==> config.mk <==
export PLATFORM = sky130hd
export DESIGN_NAME = swin_ctrl
export DESIGN_NICKNAME = d
export VERILOG_FILES = /design/src/rtl/swin_ctrl.sv
export SDC_FILE = /design/constraint.sdc
export NUM_CORES = 1
export LEC_CHECK = 0
export CAP_MARGIN = 20
export CORE_MARGIN = 2
export CORE_UTILIZATION = 40
export CTS_CLUSTER_SIZE = 16
export DETAILED_ROUTE_END_ITERATION = 7
export PLACE_DENSITY = 0.75
export SYNTH_ARGS = -nofsm -noshare
export SYNTH_HDL_FRONTEND = slang
export SYNTH_SLANG_ARGS = --single-unit
==> constraint.sdc <==
create_clock -name clk -period 3.6 [get_ports clk]
set_input_delay 0.72 -clock clk [delete_from_list [all_inputs] [get_ports clk]]
set_output_delay 0.72 -clock clk [all_outputs]
set_load 0.1 [all_outputs]
==> src/rtl/swin_ctrl.sv <==
// swin_ctrl -- sequencing controller for a sliding-window pixel datapath.
//
// One frame runs in four phases:
//   LOAD  : accepts 2**CONF_ADDR_WIDTH configuration words and writes them
//           into the configuration BRAM, one write the cycle after each accept.
//   RUN   : accepts frame_beats*frame_lines 128-bit pixel beats and forwards
//           each one to the window datapath with a latency of one cycle.
//   FLUSH : waits FLUSH_CYCLES cycles so the datapath can drain.
//   DONE  : pulses done for one cycle, then the block returns to IDLE.
// abort (or rst_n low) returns to IDLE on the next edge. Any handshake
// offered in that cycle is dropped.
//
// Ports:
//   clk, rst_n              clock, synchronous active-low reset
//   start, abort            frame start (sampled in IDLE only), abort to IDLE
//   frame_beats/lines       frame size, latched when start is accepted
//   conf_in_*               configuration word stream (valid/ready)
//   pix_in*                 pixel beat stream (valid/ready)
//   pix_data_out,
//   data_in_vld_out         registered pixel beat toward the datapath
//   conf_bram_wr_*          configuration BRAM write port
//   win_vld_in, win_cnt     window-valid from datapath, saturating count
//   busy, done, err         status: not idle, end-of-frame pulse, zero size
module swin_ctrl #(
  parameter int CONF_DATA_WIDTH = 19,
  parameter int CONF_ADDR_WIDTH = 4,
  parameter int FLUSH_CYCLES    = 4
) (
  input  logic                       clk,
  input  logic                       rst_n,
  input  logic                       start,
  input  logic                       abort,
  input  logic [7:0]                 frame_beats,
  input  logic [10:0]                frame_lines,
  input  logic [CONF_DATA_WIDTH-1:0] conf_in_data,
  input  logic                       conf_in_vld,
  output logic                       conf_in_rdy,
  input  logic [127:0]               pix_in,
  input  logic                       pix_in_vld,
  output logic                       pix_in_rdy,
  output logic [127:0]               pix_data_out,
  output logic                       data_in_vld_out,
  output logic [CONF_ADDR_WIDTH-1:0] conf_bram_wr_addr,
  output logic [CONF_DATA_WIDTH-1:0] conf_bram_wr_data,
  output logic                       conf_bram_wr_en,
  input  logic                       win_vld_in,
  output logic [15:0]                win_cnt,
  output logic                       busy,
  output logic                       done,
  output logic                       err
);

  typedef enum logic [2:0] {
    S_IDLE,
    S_LOAD,
    S_RUN,
    S_FLUSH,
    S_DONE
  } state_t;

  localparam int FLUSH_W = (FLUSH_CYCLES > 1) ? $clog2(FLUSH_CYCLES) : 1;
  localparam logic [FLUSH_W-1:0]         FLUSH_LAST = FLUSH_W'(FLUSH_CYCLES - 1);
  localparam logic [CONF_ADDR_WIDTH-1:0] CONF_LAST  = '1;

  state_t                      state_q, state_d;
  logic [7:0]                  beats_q, beats_d;
  logic [10:0]                 lines_q, lines_d;
  logic [7:0]                  beat_q, beat_d;
  logic [10:0]                 line_q, line_d;
  logic [CONF_ADDR_WIDTH-1:0]  conf_addr_q, conf_addr_d;
  logic [FLUSH_W-1:0]          flush_q, flush_d;
  logic [15:0]                 win_cnt_q, win_cnt_d;
  logic                        err_q, err_d;
  logic                        wr_en_q, wr_en_d;
  logic [CONF_ADDR_WIDTH-1:0]  wr_addr_q, wr_addr_d;
  logic [CONF_DATA_WIDTH-1:0]  wr_data_q, wr_data_d;
  logic                        dvld_q, dvld_d;
  logic [127:0]                pix_data_q, pix_data_d;

  logic conf_hs;
  logic pix_hs;

  // Ready and status depend only on the state register, so they never
  // combinationally depend on the valid inputs.
  assign conf_in_rdy = (state_q == S_LOAD);
  assign pix_in_rdy  = (state_q == S_RUN);
  assign busy        = (state_q != S_IDLE);
  assign done        = (state_q == S_DONE);

  assign conf_hs = conf_in_rdy & conf_in_vld;
  assign pix_hs  = pix_in_rdy & pix_in_vld;

  assign err               = err_q;
  assign win_cnt           = win_cnt_q;
  assign conf_bram_wr_en   = wr_en_q;
  assign conf_bram_wr_addr = wr_addr_q;
  assign conf_bram_wr_data = wr_data_q;
  assign data_in_vld_out   = dvld_q;
  assign pix_data_out      = pix_data_q;

  always_comb begin
    state_d     = state_q;
    beats_d     = beats_q;
    lines_d     = lines_q;
    beat_d      = beat_q;
    line_d      = line_q;
    conf_addr_d = conf_addr_q;
    flush_d     = flush_q;
    win_cnt_d   = win_cnt_q;
    err_d       = err_q;
    wr_en_d     = 1'b0;
    wr_addr_d   = wr_addr_q;
    wr_data_d   = wr_data_q;
    dvld_d      = 1'b0;
    pix_data_d  = pix_data_q;

    // Window counting is independent of the phase sequencing; it runs in
    // every busy cycle, including the cycle in which abort is seen.
    if (busy && win_vld_in && (win_cnt_q != 16'hFFFF)) begin
      win_cnt_d = win_cnt_q + 16'd1;
    end

    if (abort) begin
      // Handshakes in this cycle are dropped: no write, no pixel forward.
      state_d = S_IDLE;
    end else begin
      unique case (state_q)
        S_IDLE: begin
          if (start) begin
            beats_d     = frame_beats;
            lines_d     = frame_lines;
            beat_d      = '0;
            line_d      = '0;
            conf_addr_d = '0;
            win_cnt_d   = '0;
            err_d       = 1'b0;
            if ((frame_beats == 8'd0) || (frame_lines == 11'd0)) begin
              err_d   = 1'b1;
              state_d = S_DONE;
            end else begin
              state_d = S_LOAD;
            end
          end
        end
        S_LOAD: begin
          if (conf_hs) begin
            wr_en_d     = 1'b1;
            wr_addr_d   = conf_addr_q;
            wr_data_d   = conf_in_data;
            conf_addr_d = conf_addr_q + 1'b1;
            if (conf_addr_q == CONF_LAST) begin
              state_d = S_RUN;
            end
          end
        end
        S_RUN: begin
          if (pix_hs) begin
            dvld_d     = 1'b1;
            pix_data_d = pix_in;
            if (beat_q == (beats_q - 8'd1)) begin
              beat_d = '0;
              if (line_q == (lines_q - 11'd1)) begin
                line_d  = '0;
                flush_d = '0;
                state_d = S_FLUSH;
              end else begin
                line_d = line_q + 11'd1;
              end
            end else begin
              beat_d = beat_q + 8'd1;
            end
          end
        end
        S_FLUSH: begin
          if (flush_q == FLUSH_LAST) begin
            state_d = S_DONE;
          end else begin
            flush_d = flush_q + 1'b1;
          end
        end
        S_DONE: begin
          state_d = S_IDLE;
        end
        default: begin
          state_d = S_IDLE;
        end
      endcase
    end
  end

  always_ff @(posedge clk) begin
    if (!rst_n) begin
      state_q     <= S_IDLE;
      beats_q     <= '0;
      lines_q     <= '0;
      beat_q      <= '0;
      line_q      <= '0;
      conf_addr_q <= '0;
      flush_q     <= '0;
      win_cnt_q   <= '0;
      err_q       <= 1'b0;
      wr_en_q     <= 1'b0;
      wr_addr_q   <= '0;
      wr_data_q   <= '0;
      dvld_q      <= 1'b0;
      pix_data_q  <= '0;
    end else begin
      state_q     <= state_d;
      beats_q     <= beats_d;
      lines_q     <= lines_d;
      beat_q      <= beat_d;
      line_q      <= line_d;
      conf_addr_q <= conf_addr_d;
      flush_q     <= flush_d;
      win_cnt_q   <= win_cnt_d;
      err_q       <= err_d;
      wr_en_q     <= wr_en_d;
      wr_addr_q   <= wr_addr_d;
      wr_data_q   <= wr_data_d;
      dvld_q      <= dvld_d;
      pix_data_q  <= pix_data_d;
    end
  end

endmodule

; Yosys cells after proc, flatten, opt, wreduce, memory -nomap -nowiden
; Index checks and enable logic that the tools add are counted.
[totals]
ff_bits = 217
inputBits = 173
[classes]
bitwise_logic = 6
addsub = 7
n_eq_ne = 17
muxes = 33
n_reduce_logical = 21
[ops]
columns = op, n
row1 = two-way mux 16 bit, 4
row2 = two-way mux 11 bit, 4
row3 = two-way mux 3 bit, 8
row4 = two-way mux 8 bit, 3
row5 = case mux 11 bit (2 select lines), 1
row6 = "adder 16 x 1 -> 16 bit, second input constant", 1
row7 = "!= test 16 bit, second input constant", 1
row8 = case mux 8 bit (2 select lines), 1
row9 = case mux 3 bit (4 select lines), 1
row10 = "adder 11 x 1 -> 11 bit, second input constant", 1
row11 = == test 11 bit, 1
row12 = zero test 11 bit, 1
row13 = "subtractor 11 x 1 -> 11 bit, second input constant", 1
row14 = "!= test 2 x 1 -> 1 bit, second input constant", 5
row15 = AND reduction 3 bit, 3
row16 = "adder 8 x 1 -> 8 bit, second input constant", 1
row17 = == test 8 bit, 1
row18 = zero test 8 bit, 1
row19 = two-way mux 2 bit, 4
row20 = two-way mux 4 bit, 2
row21 = case mux 4 bit (2 select lines), 1
row22 = AND reduction 4 bit, 2
row23 = "subtractor 8 x 1 -> 8 bit, second input constant", 1
row24 = AND reduction 7 bit, 1
row25 = other kinds (21), 34

; Logic depth before layout (Yosys ltp)
; Gate-level depths: netlist (run 1).
[depth]
depth_word = 7
mapped_depth = 10
mapped_depth_nobuf = 9

; Least setup slack after synthesis (run 1)
; No wires, ideal clock.
[synth_path]
kind = reg2out
startpoint = register state_q[1]
endpoint = output done
n_path_buf = 1
arrival_ns = 2.709
stages_incl_launch_ff = 3
t_required_ns = 2.880
path_slack_ns = 0.171
cell_sequence = dfxtp_1 -> clkbuf_1 -> nor3b_1
[synth_via]
elab_chain_len = 1
[synth_rtl]
columns = item, line
row1 = "start, declared", 65  ; state_t state_q, state_d;
row2 = "start signal, assigned", 208  ; state_q <= state_d;
row3 = == test 3 bit, 88  ; assign done = (state_q == S_DONE);
row4 = "end, declared", 49  ; output logic done,
; Every way passes these cells.

; Final worst setup path (run 1)
[layout_path]
startpoint = register win_cnt_q[2] (netlist: win_cnt[2])
endpoint = output win_cnt[2]
[layout_rtl]
columns = item, line
row1 = "start, declared", 72  ; logic [15:0] win_cnt_q, win_cnt_d;
row2 = "start signal, assigned", 215  ; win_cnt_q <= win_cnt_d;
row3 = "end, declared", 47  ; output logic [15:0] win_cnt,
; No word-level cell between the ends.

==> results.toml, run 1 <==
[floorplan]
fp.dieW_um = 152.4
fp.dieArea_mm2 = 0.02322
core_area_mm2 = 0.02169
rows = 54
die_h_um = 152.4
io_pins = 347
start_util = 0.4060

[synthesis]
syn_avg_cell_area_um2 = 7.833
synth_edf_count = 0
syn-cell-area_mm2 = 0.008805
synth_warnings = 0
yosysUniqueCellTypes = 55
synthFlopType = "dfxtp_1"
synthCells = 1124
synth_nets = 1304
synthArstFlopShare = 0
yosysSeqAreaShare = 0.4934
yosys_register_bits = 217

[global_route]
antenna_found_initial = 3
grt.total_usage = 0.2350
grt_pass1_wl_mm = 44.92
grt_pass1_vias = 8581
grt_max_degree = 129
overflow = 0

[sta]
min_period_ps = 2851
setup_viol = 0
worst_pin_slew_ps = 1065
hold_viol = 0
slew_viol_final = 0
relSlewSlack = 0.2879
fin_crit_sh = 0.7919
fin_setup_tns_ps = 0
grt_setup_unrepaired = "no"
skew_ps = 8.486
max_freq_mhz = 350.8

[worst_setup_path]
critPathTopFamily = "buffers and inverters"
r2r_end = "line_q[2]"
rrSetupSlack_ps = 780
cp.required_ps = 2880
critPathKind = "flip-flop to primary output"
worstRegToRegCells = 10
start_kind = "flip-flop"
crit_path_max_fanout = 6
timing.rr.start = "lines_q[0]"
cp_slowest_cell = "clkdlybuf4s50_1"
cp.arrival_ps = 2130
cp-end-kind = "primary output"
slowest_delay_ps = 1180
crit_chain = "clkdlybuf4s50_1"
path_buf_inv = 1

[power]
cellLeakagePower_nw = 4.545
vdd_drop_max_mv = 0.3434
finalPower_mw = 5.587
powerDensity_mw_per_mm2 = 418.8

[cts]
clock_tree.root_cell = "clkbuf_16"
holdBufCountCts = 0
cts.sinks = 217
ctsResizeCount = 0
cts_tree = "done"
numCtsBuffers = 25
clock_path_buffers = 3
clkLatencyLatePin_ps = 520
htree_levels = 1
cts_setup_buffers = 0
clk_pin_slew_ps = 60

[final_layout]
nFillCells = 1858
final_nets = 1618
stdcell_count = 1740
ff_latch_area_mm2 = 0.004344
drive_gt1_frac = 0.05148
area_growth_pct = 51.54
multi_input_area_mm2 = 0.004124

[run]
drv_cap = 0

[worst_hold_path]
worst_hold_path_type = "flip-flop to flip-flop"
hp-start = "pix_data_out[96]"
hold_depth = 2
min_to = "pix_data_out[96]"

[place]
gp_congestion = 0.8496
numPortBuffers = 346
post-place-cells = 1691
dp_hpwl_mm = 19.88

[drt]
routed_via_density = 5.113
dr.pass1.iters = 5
drcViolationCount = 0
drt_iter0_markers = 489
drt_wl_total_mm = 28.57
dr_total_vias = 8897
postRouteAntennaNets = 0
routedWlPerCell_um = 16.42

[status]
status = "finished, final reports clean"
[layout make-up]
cell class / instances / area share
Multi-Input combinational cell: 819 / 0.3091
Sequential cell: 217 / 0.3256
Antenna cell: 3 / 0.0005626
Clock buffer: 38 / 0.05580
Timing Repair Buffer: 360 / 0.2689
Tap cell: 280 / 0.02626
Clock inverter: 8 / 0.009190
Inverter: 15 / 0.004595
[sequential cells by signal, indices dropped and copies added (netlist names)]
| register | flops |
|---|---|
| beat_q | 8 |
| beats_q | 8 |
| conf_addr_q | 4 |
| conf_bram_wr_addr | 4 |
| conf_bram_wr_data | 19 |
| conf_bram_wr_en | 1 |
| data_in_vld_out | 1 |
| err | 1 |
| flush_q | 2 |
| line_q | 11 |
| lines_q | 11 |
| pix_data_out | 128 |
| state_q | 3 |
| win_cnt | 16 |
[cell families (layout without fill, tap and decap cells)]
group	count (synthesis)	in the layout	share of synthesized area
muxes	8	8	0.009095
AOI/OAI and AO/OA	236	236	0.1464
and+or+nand+nor	528	528	0.2605
DFF	217	217	0.4934
adders and majority gates	7	7	0.009947
xor gates and xnor gates	40	40	0.03979
other	0	3	0
buffers and inverters	88	421	0.04093
[power by group]
group	total [mW]	leakage [nW]	internal, mW	switching [mW]
clock	2.64	0.428	1.64	1.00
sequential	2.45	1.75	2.42	0.0264
combinational	0.496	2.37	0.250	0.246
[layer usage]
metal | vias to the layer above | part of all wire | track usage
li1 | 4385 | - | -
met1 | 4103 | 0.39 | 0.2743
met2 | 333 | 0.48 | 0.3885
met3 | 76 | 0.086 | 0.08049
met4 | 0 | 0.044 | 0.1113
met5 | - | 0 | 0
[cells in the final DEF (no fill, tap or decap), drive strengths merged, types with 4 or more instances in the layout]
| cell | n |
|---|---|
| nand3 | 20 |
| dfxtp | 217 |
| o21ai | 12 |
| nand3b | 6 |
| and3 | 13 |
| xnor2 | 26 |
| nor2 | 47 |
| nor2b | 4 |
| a21oi | 190 |
| nor3 | 19 |
| xor2 | 14 |
| buf | 21 |
| or3 | 5 |
| ha | 7 |
| nand4 | 5 |
| a211o | 10 |
| clkbuf | 38 |
| clkdlybuf4s50 | 339 |
| mux2i | 8 |
| nor4 | 22 |
| inv | 16 |
| clkinv | 4 |
| nand2 | 372 |
[how the worst max path moves through the flow]
stage	start	to	depth (start not counted)
final	win_cnt[2]	win_cnt[2]	1
after global routing	lines_q[0]	line_q[3]	10
after CTS	win_cnt[2]	win_cnt[2]	1
after detailed placement	pix_in_vld	err	6
after global placement	pix_in_vld	err	6
after floorplan	state_q[1]	done	2
[stage by stage]
stage	area, um^2	hold slack (ps)	utilization	setup slack [ps]
floorplan	8805	441.8	-	171.5
global placement	12470	440.6	0.5749	713.4
detailed placement	12470	445.6	0.5749	628.1
CTS	13340	453.2	0.6149	723.8
global route	13340	465.1	0.6152	581.8
finish	13340	450.2	0.6152	749.3
[synth_stat cells, drive strengths merged (4+ instances only)]
cell / n / area [um^2]
nand2: 372 / 1399
dfxtp: 217 / 4344
a21oi: 190 / 950.9
clkbuf: 67 / 261.5
nor2: 47 / 178.9
xnor2: 26 / 227.7
nor4: 22 / 167.7
nand3: 20 / 100.1
nor3: 19 / 100.1
inv: 15 / 56.30
xor2: 14 / 122.6
and3: 13 / 81.33
o21ai: 12 / 60.05
a211o: 10 / 87.58
mux2i: 8 / 80.08
ha: 7 / 87.58
buf: 6 / 42.54
nand3b: 6 / 45.04
nand4: 5 / 31.28
or3: 5 / 31.28
nor2b: 4 / 25.02
Note: power is estimated with default switching activity, not from simulation.
==> run 2, diff against run 1 <==
- PLACE_DENSITY: 0.75 -> 0.77
- clock period: 3.6 -> 2.6 ns (I/O delays scaled with it)
==> run 2 against run 1 <==
Effect of this change:
- first-iteration DRC count down 1.8%
- die area unchanged
- register-to-register slack worse by 740 ps
- largest cell class unchanged
- total power up 42%
- combinational power up 46%
- flip-flop and latch count unchanged
- clock skew up 2.6 ps
- count of clock-buffer cells in the layout down 6
==> results.toml, run 2 (synthesis results as in run 1) <==
[global_route]
overflow = 0
grt_max_degree = 130
grt_pass1_wl_mm = 43.51
grt_pass1_vias = 8417
grt.total_usage = 0.2245
antenna_found_initial = 1

[worst_setup_path]
r2r_end = "line_q[2]"
cp-end-kind = "flip-flop"
path_buf_inv = 3
crit_chain = "inv_2 -> ha_4 -> nor3b_4 -> nand2_2 -> o32a_1 -> a211o_1 -> nor4_4 -> clkbuf_16 -> buf_12 -> nor3_1 -> a311o_1"
cp.depth = 11
cp.arrival_ps = 2960
worstRegToRegCells = 11
rrSetupSlack_ps = 40
timing.rr.start = "lines_q[1]"
crit_path_max_fanout = 8
cp_slowest_cell = "dfxtp_2"
start_kind = "flip-flop"
critPathTopFamily = "compound AO/OA/AOI/OAI gates"
critPathKind = "flip-flop to flip-flop"
slowest_delay_ps = 320
cp.required_ps = 3000

[sta]
max_freq_mhz = 391.2
setup_viol = 0
fin_crit_sh = 0.9831
fin_ws_ps = 43.95
fin_setup_tns_ps = 0
relSlewSlack = 0.6055
slew_viol_final = 0
skew_ps = 11.06
worst_pin_slew_ps = 591.7
min_period_ps = 2556
hold_viol = 0
grt_setup_unrepaired = "yes"

[final_layout]
final_nets = 1639
final_common_cell = "nand2_1"
fin_util = 0.6109
ff_latch_area_mm2 = 0.004347
final_cell_mix = "371 x nand2_1, 215 x dfxtp_1, 199 x buf_4"
area_growth_pct = 50.48
multi_input_area_mm2 = 0.004165
drive_gt1_frac = 0.1888
largest_reg_flops = 128
nFillCells = 1930

[power]
powerDensity_mw_per_mm2 = 597.6
power_frac_clock = 0.481
pwr-share-comb = 0.091
swShare = 0.2261
cellLeakagePower_nw = 5.063
p_sw_mw = 1.790
power.sequential.fraction = 0.428
intPower_mw = 6.128
vdd_drop_max_mv = 0.4530

[drt]
routedWlPerCell_um = 15.84
dr_total_vias = 8814
drcViolationCount = 0
routed_via_density = 5.011
postRouteAntennaNets = 0
dr.pass1.iters = 5
drt_wl_total_mm = 27.86
drt_iter0_markers = 480

[cts]
holdBufCountCts = 0
cts_tree = "done"
clk_pin_slew_ps = 60
htree_levels = 1
cts.sinks = 217
numCtsBuffers = 25
clkLatencyLatePin_ps = 520
clock_path_buffers = 3
clock_tree.root_cell = "clkbuf_16"

[floorplan]
die_h_um = 152.4
start_util = 0.4060
core_area_mm2 = 0.02169
rows = 54
fp.dieArea_mm2 = 0.02322
io_pins = 347
fp.dieW_um = 152.4

[worst_hold_path]
worst_hold_path_type = "flip-flop to flip-flop"
hp-start = "pix_data_out[91]"
min_to = "pix_data_out[91]"
hold_depth = 2

[place]
numPortBuffers = 346
dp_slack_ps = 63.19
gp_congestion = 0.8627
dp_hpwl_mm = 19.82

[status]
status = "finished, final reports clean"

[run]
drv_cap = 0
==> run 2: final cells by class <==
cell class / instances / share of cell area
Clock buffer: 32 / 0.05298
Multi-Input combinational cell: 819 / 0.3144
Timing Repair Buffer: 381 / 0.2582
Inverter: 15 / 0.004439
Tap cell: 280 / 0.02644
Antenna cell: 1 / 0.0001889
Sequential cell: 217 / 0.3281
Clock inverter: 14 / 0.01530
==> run 2: repair_timing <==
item / 4_1_cts / 5_1_grt
gates resized for setup: 0 / 15
endpoints found under the setup margin: 0 / 11
buffers inserted: 0 / 3
endpoints found under the hold margin: 0 / 0
==> run 2: per-stage QoR <==
step                hold slack (ps)  area [um^2]  std cells  power, mW
global route                  468.4        13250       1759      8.194
global placement              441.4        12260       1709      4.158
CTS                           454.6        13160       1755      7.999
detailed placement            446.6        12260       1709      4.164
floorplan                     441.8         8811       1124      3.786
finish                        451.2        13250       1759      7.918
==> run 2: worst max-delay path by stage <==
stage | startpoint | endpoint | slack [ps]
3_5_place_dp | lines_q[1] | line_q[2] | 60
2_1_floorplan | beats_q[0] | line_q[1] | 5
6_report | lines_q[1] | line_q[2] | 40
4_1_cts | lines_q[0] | line_q[2] | 40
5_1_grt | lines_q[1] | line_q[4] | -70
3_3_place_gp | lines_q[0] | line_q[2] | 120
==> run 2: routing by layer <==
layer	vias up	GRT usage	wire length, um
met5	-	0	0
met4	0	0.07388	889
met3	59	0.06314	1962
met2	275	0.3870	13650
met1	4057	0.2702	11350
li1	4423	-	-
==> run 2: power groups by stage <==
stage	clock (mW)	sequential (mW)	combinational, mW
finish	3.81	3.39	0.722
global route	4.03	3.39	0.775
CTS	3.90	3.38	0.712
detailed placement	0	3.46	0.706
global placement	0	3.46	0.701
floorplan	0	3.53	0.256
==> run 2: worst min-delay path: cells and delay by family (launching register included) <==
kind	cells	cell delay, ps
AOI/OAI and AO/OA	1	50
DFF	1	310
and+or+nand+nor	1	50
==> run 3, diff against run 2 <==
- CORE_MARGIN: 2 -> 1.5
- SKIP_LAST_GASP: not set -> 1
==> run 3 against run 2 <==
Effect of this change:
- sequential share of layout area grew 0.30 points
- clock skew shrank 2.5 ps
- sequential power is essentially flat
- core utilization shrank 0.53 points
- total power shrank 7.2%
- maximum frequency grew 3.3%
- non-clock buffer count grew 3
- critical path depth shrank 1
- register-to-register slack gained 80 ps
- final cell count shrank 0.23%
- first-iteration DRC count shrank 11%
- wire length grew 0.22%
- largest power group is now sequential cells
==> results.toml, run 3 (synthesis results as in run 1) <==
[run]
drv_cap = 0

[drt]
drcViolationCount = 0
routed_via_density = 5.076
dr_total_vias = 8909
postRouteAntennaNets = 0
routedWlPerCell_um = 15.91
drt_wl_total_mm = 27.92
dr.pass1.iters = 4
drt_iter0_markers = 427

[sta]
grt_setup_unrepaired = "yes"
min_period_ps = 2475
hold_slack_ps = 451.4
setup_viol = 0
max_freq_mhz = 404.1
slew_viol_final = 0
worst_pin_slew_ps = 497.0
skew_ps = 8.511
hold_viol = 0
relSlewSlack = 0.6656
fin_crit_sh = 0.9517

[power]
power_frac_clock = 0.441
p_sw_mw = 1.692
power.sequential.fraction = 0.461
intPower_mw = 5.657
pwr-share-comb = 0.098
vdd_drop_max_mv = 0.4245
powerDensity_mw_per_mm2 = 559.6
cellLeakagePower_nw = 5.001
swShare = 0.2302

[cts]
clock_tree.root_cell = "clkbuf_16"
htree_levels = 1
cts_tree = "done"
clock_path_buffers = 3
numCtsBuffers = 24
clkLatencyLatePin_ps = 510
cts.sinks = 217
clk_pin_slew_ps = 60

[global_route]
grt_pass1_vias = 8017
grt_max_degree = 42
grt_pass1_wl_mm = 41.02
antenna_found_initial = 1
overflow = 0
grt.total_usage = 0.2259

[floorplan]
fp.dieW_um = 151.4
io_pins = 347
fp.dieArea_mm2 = 0.02291
start_util = 0.4060
die_h_um = 151.4
core_area_mm2 = 0.02169
rows = 54

[final_layout]
fin_util = 0.6056
stdcell_count = 1755
area_growth_pct = 49.17
largest_reg_flops = 128
final_common_cell = "nand2_1"
nFillCells = 1923
final_cell_mix = "371 x nand2_1, 214 x dfxtp_1, 200 x buf_4"
final_nets = 1641
drive_gt1_frac = 0.1845
final_cell_area_mm2 = 0.01313

[status]
status = "finished, final reports clean"

[worst_hold_path]
worst_hold_path_type = "flip-flop to flip-flop"

[worst_setup_path]
start_kind = "flip-flop"
cp.required_ps = 2990
rrSetupSlack_ps = 130
cp-end-kind = "flip-flop"
cp.arrival_ps = 2870
critPathKind = "flip-flop to flip-flop"
crit_path_max_fanout = 8

[place]
dp_hpwl_mm = 19.96
numPortBuffers = 346
place_area_mm2 = 0.01228
gp_congestion = 0.8370
post-place-cells = 1710
## run 3: final timing paths
| check | startpoint | to | depth (start not counted) |
|---|---|---|---|
| worst max register to register | lines_q[1] | line_q[3] | 10 |
| worst max-delay path | lines_q[1] | line_q[3] | 10 |
| worst min register to register | pix_data_out[4] | pix_data_out[4] | 2 |
| worst min-delay path | pix_data_out[4] | pix_data_out[4] | 2 |
## run 3: metrics by stage
stage	total power, mW	setup slack (ps)	TNS [ps]
CTS	7.414	47.08	0
finish	7.349	125.5	0
global route	7.569	-12.33	-29.95
detailed placement	4.161	65.25	0
global placement	4.155	121.5	0
floorplan	3.786	5.488	0
## run 3: area by class of cell
class,instances,area (um^2),area share
well taps,280,350.3,0.02667
multi-input cells,819,4164,0.3170
flip-flops and latches,217,4348,0.3310
repair buffers,384,3460,0.2634
clock buffers,37,740.7,0.05640
clock inverters,2,10.01,0.0007621
inverters,15,58.81,0.004477
diodes,1,2.502,0.0001905
## run 3: timing repair
item	in CTS	in global routing
setup buffers	0	4
endpoints found under the setup margin	0	20
hold buffers	0	0
gates resized for setup	0	13
## run 3: per-layer routing
metal / global-route usage / wire [um]
met5: 0 / 0
met4: 0.08010 / 984
met3: 0.06386 / 2208
met2: 0.3700 / 13490
met1: 0.2827 / 11230
## run 3: critical path: stages, from the launching register on
cell	delay [ps]
dfxtp_2	320
inv_2	60
ha_4	130
nor3b_4	290
nand2_2	90
o32a_1	290
a211o_1	290
nor4_4	350
buf_12	180
nor4_1	50
a311o_1	320
## run 3: power groups by stage
stage	Sequential, mW	Clock, mW	Combinational, mW
after floorplan	3.53	0	0.256
after global placement	3.46	0	0.696
after detailed placement	3.46	0	0.702
after CTS	3.39	3.32	0.706
after global routing	3.39	3.41	0.768
final	3.39	3.24	0.718
